$ cat src/rtl/mux_32_pkg.sv
// Datapath select constants shared between the word selectors and the
// control unit that drives their op inputs.
package mux_32_pkg;

    // op encoding: which data word a selector forwards
    localparam logic SEL_IN1 = 1'b0;
    localparam logic SEL_IN2 = 1'b1;

endpackage : mux_32_pkg

$ cat src/rtl/mux_32.sv
// Two-input word selector for the CPU datapath (operand B, write-back and
// PC-source selects). Combinational by default; REGISTERED=1 adds one output
// register stage with a synchronous, active-high reset to RESET_VALUE.
// clk and rst are present in every configuration so all instances share
// one port list.
module mux_32
    import mux_32_pkg::*;
#(
    parameter int unsigned          WIDTH       = 32,
    parameter bit                   REGISTERED  = 1'b0,
    parameter logic [WIDTH-1:0]     RESET_VALUE = '0
) (
    input  logic             clk,
    input  logic             rst,
    input  logic [WIDTH-1:0] input1,
    input  logic [WIDTH-1:0] input2,
    input  logic             op,
    output logic [WIDTH-1:0] out
);

    logic [WIDTH-1:0] sel_d;

    // Word select; an unknown op yields an unknown word rather than
    // silently defaulting to input1.
    always_comb begin
        sel_d = '0;
        case (op)
            SEL_IN1: sel_d = input1;
            SEL_IN2: sel_d = input2;
            default: sel_d = 'x;
        endcase
    end

    generate
        if (REGISTERED) begin : g_registered
            logic [WIDTH-1:0] out_d;
            logic [WIDTH-1:0] out_q;

            // Next register value: reset wins over the current selection.
            always_comb begin
                out_d = sel_d;
                if (rst) begin
                    out_d = RESET_VALUE;
                end
            end

            // Output pipeline register.
            always_ff @(posedge clk) begin
                out_q <= out_d;
            end

            assign out = out_q;
        end else begin : g_combinational
            // clk, rst and RESET_VALUE are intentionally unused here.
            logic unused_ok;
            assign unused_ok = &{1'b0, clk, rst, RESET_VALUE};

            assign out = sel_d;
        end
    endgenerate

endmodule : mux_32

$ cat config.mk
export PLATFORM = sky130hd
export DESIGN_NAME = mux_32
export DESIGN_NICKNAME = d
export VERILOG_FILES = /design/src/rtl/mux_32_pkg.sv /design/src/rtl/mux_32.sv
export SDC_FILE = /design/constraint.sdc
export NUM_CORES = 1
export LEC_CHECK = 0
export CORE_MARGIN = 2
export CORE_UTILIZATION = 23
export DETAILED_ROUTE_END_ITERATION = 6
export GPL_TIMING_DRIVEN = 1
export PLACE_DENSITY_LB_ADDON = 0.08
export SLEW_MARGIN = 20
export SYNTH_ARGS = -nofsm -noshare
export SYNTH_HDL_FRONTEND = slang
export SYNTH_SLANG_ARGS = --single-unit
$ cat constraint.sdc
create_clock -name vclk -period 2
set_input_delay 0.5 -clock vclk [all_inputs]
set_output_delay 0.5 -clock vclk [all_outputs]
set_load 0.02 [all_outputs]
## Yosys cells after proc, flatten, opt, wreduce, memory -nomap -nowiden

Index checks and enable logic that the tools add are counted.

| word-level totals | value |
|---|---|
| bits in registers | 0 |
| bits in latches | 0 |
| memory bits (writable) | 0 |
| memory bits (read-only) | 0 |
| input bits | 67 |
| output and inout port bits | 32 |
| logic and storage cells | 2 |
| memories | 0 |

| cells by class | value |
|---|---|
| add/subtract/negate cells | 0 |
| multipliers | 0 |
| div/mod/pow operators | 0 |
| $lt $le $gt $ge | 0 |
| equal/unequal tests | 0 |
| shifts and indexed selects | 0 |
| muxes and demuxes | 1 |
| bitwise operators | 1 |
| reduce and logical (&&, ||, !) cells | 0 |

Operators by type and width:

| operator | count |
|---|---|
| case mux 32 bit (2 select lines) | 1 |
| inverter 1 bit | 1 |

## Depth between registers and ports, before layout

| logic depth | value |
|---|---|
| depth after elaboration | 2 |
| gate-level depth with buffers | 3 |

## Worst setup path before layout

No wires, ideal clock.

| timing | value |
|---|---|
| kind | input to output |
| start point | input port op |
| end point | output port out[0] |
| arrival | 1090 ps |
| data required time | 1500 ps |
| setup slack | 410 ps |
| cell stages on the path | 3 |
| path buffers | 2 |
| path through | buf_6 buf_12 mux2_4 |

| between the ends | value |
|---|---|
| cells in the longest elaborated chain, start to end | 2 |

RTL lines:

| what | RTL line | text |
|---|---|---|
| from (decl) | mux_32.sv:17 | `input logic op,` |
| inverter 1 bit | mux_32.sv:27 | `case (op)` |
| case mux 32 bit (2 select lines) (*) | mux_32.sv:27 |  |
| to (decl) | mux_32.sv:18 | `output logic [WIDTH-1:0] out` |

Mark *: on every way between the ends. The rest lies on a longest branch, timed or not.

## Worst setup path after layout

| timing | value |
|---|---|
| start point | input port input1[22] |
| end point | output port out[22] |

| between the ends | value |
|---|---|
| cells in the longest elaborated chain, start to end | 1 |

RTL lines:

| what | RTL line | text |
|---|---|---|
| from (decl) | mux_32.sv:15 | `input logic [WIDTH-1:0] input1,` |
| case mux 32 bit (2 select lines) | mux_32.sv:27 |  |

No other way between the ends.

==> flow_metrics.tcl <==
set metrics [dict create \
    post-dp-hpwl_um 2050 \
    first_pass_iters 2 \
    rsz0062_at_grt "false" \
    io_buffer_count 97 \
    syn2layout_area_growth_pct 172 \
    clkPwrFrac 0 \
    start_util 0.244 \
    min_path_cells 4 \
    die_w_um 52.6 \
    internal-power_mw 0.240 \
    yosys.area_share.simple 0 \
    critical_path.slowest_cell "clkdlybuf4s50_1" \
    synth_xor_area_frac 0 \
    core_area_um2 2230 \
    switching_share 0.357 \
    cp-start-kind "input port" \
    worst_pin_slew_ns 0.247 \
    worstSetupPathType "in -> out" \
    totalWireLength_um 2210 \
    hold_class "in -> out" \
    slowest_delay_ns 0.40 \
    fin_crit_sh 0.994 \
    leakage_nw 0.674 \
    ys_top_cells_by_count "mux2_4, buf_12, mux2_2" \
    antenna_found_initial 0 \
    cts_resized 38 \
    syn_inst 36 \
    synth.area.top_cells "mux2_4, buf_12, mux2_2" \
    die_h_um 52.6 \
    met2_length_um 1120 \
    wl_met1_um 664 \
    drive_gt1_frac 0.290 \
    end_kind "output port" \
    combPwrFrac 1.000 \
    setup_viol 0 \
    nFlopsAndLatches 0 \
    cts_setup_buffers 0 \
    drv_cap 0 \
    dieArea_um2 2770 \
    rows 17 \
    critPathLaunch "input1[22]" \
    clock_buffers 0 \
    grt_pass1_wl_um 3150 \
    syn-num-nets 103 \
    grt_pass1_vias 731 \
    p_seq_frac 0 \
    pre_cts_slack_ns -0.259 \
    nets 200 \
    cp_max_fo 1 \
    wire_per_inst_um 13.9 \
    postCtsHoldBufs 0 \
    ys_seq_area_frac 0 \
    hold_viol 0 \
    place_congestion 0.723 \
    diodes 0 \
    fmax_mhz 503 \
    synth_top_family_by_area "multiplexers" \
    ios 99 \
    wl_met3_um 421 \
    synth_most_common_cell "mux2_4" \
    p_per_area_nw_per_um2 251 \
    peakVddDrop_mv 0.143 \
    initialDrtViolationCount 1 \
    num_vias 688 \
    drtAntennaViolNets 0 \
    vias_per_cell 4.33 \
    hold_slack_ns 1.66 \
    status "finished clean" \
    p_switching_mw 0.133 \
    syn_avg_cell_area_um2 15.1 \
    synth.largest_area_cell "mux2_4" \
    muxShareOfSynthArea 0.869 \
    cp.required_ns 1.50 \
    netlist_area_um2 544 \
    hp-start "op" \
    gr-total-overflow 0 \
    drc 0 \
    crit_arrival_ns 1.49 \
    final_max_slew_viol_count 0 \
    gr-usage-all-layers 0.151 \
    period_needed_ns 1.99 \
    synthAdderAreaFrac 0 \
    grt_max_degree 24 \
    slew_headroom 0.836 \
    yosys.cell_types.count 4 \
    setup_slack_ns 0.0113 \
    yosys_warnings 0 \
    synth_top_area_frac 0.828 \
    highest_layer "met3" \
    ff_latch_area_um2 0 \
    cp_cell_sequence "clkdlybuf4s50_1, mux2_4, dlygate4sd2_1" \
    synth-compound-area-share 0 \
]
-- worst paths after layout --
check	end	slack (ns)
max	out[22]	0.01
min	out[5]	1.66
-- power groups by stage --
stage          sequential (mW)  clock [mW]  combinational (mW)
2_1_floorplan                0           0               0.186
3_3_place_gp                 0           0               0.401
3_5_place_dp                 0           0               0.405
4_1_cts                      0           0               0.371
5_1_grt                      0           0               0.391
6_report                     0           0               0.372
-- stage by stage --
stage                     area (um2)  instances  power (mW)  setup TNS (ns)   util
after floorplan                  544         36       0.186               0      -
after global placement          1500        159       0.401           -6.56  0.672
after detailed placement        1500        159       0.405           -6.76  0.672
after CTS                       1470        159       0.371               0  0.658
after global routing            1480        159       0.391               0  0.663
final                           1480        159       0.372               0  0.663
-- routing by layer --
layer  track usage  vias up
li1              -      327
met1         0.120      294
met2         0.323       67
met3        0.0829        0
met4       0.00855        0
met5             0        -
-- layout make-up --
class / count / area (um2)
tap: 28 / 35.0
multi-input combinational: 32 / 473
fill: 193 / 752
timing repair buffer: 99 / 973
-- cells in the final DEF, fill, tap and decap left out, drive strengths merged --
| cell type | count |
|---|---|
| clkdlybuf4s50 | 64 |
| mux2 | 32 |
| clkdlybuf4s15 | 21 |
| dlygate4sd2 | 9 |
| buf | 3 |
| clkbuf | 2 |
-- kinds of logic after synthesis --
kind of cell	Yosys count
mux	32
buf+inv	4
-- worst max-delay path, delay by kind of cell --
kind                   cells  cell delay [ns]
muxes                      1             0.26
buffers and inverters      2             0.72
Power figures use the tool's default switching activity.
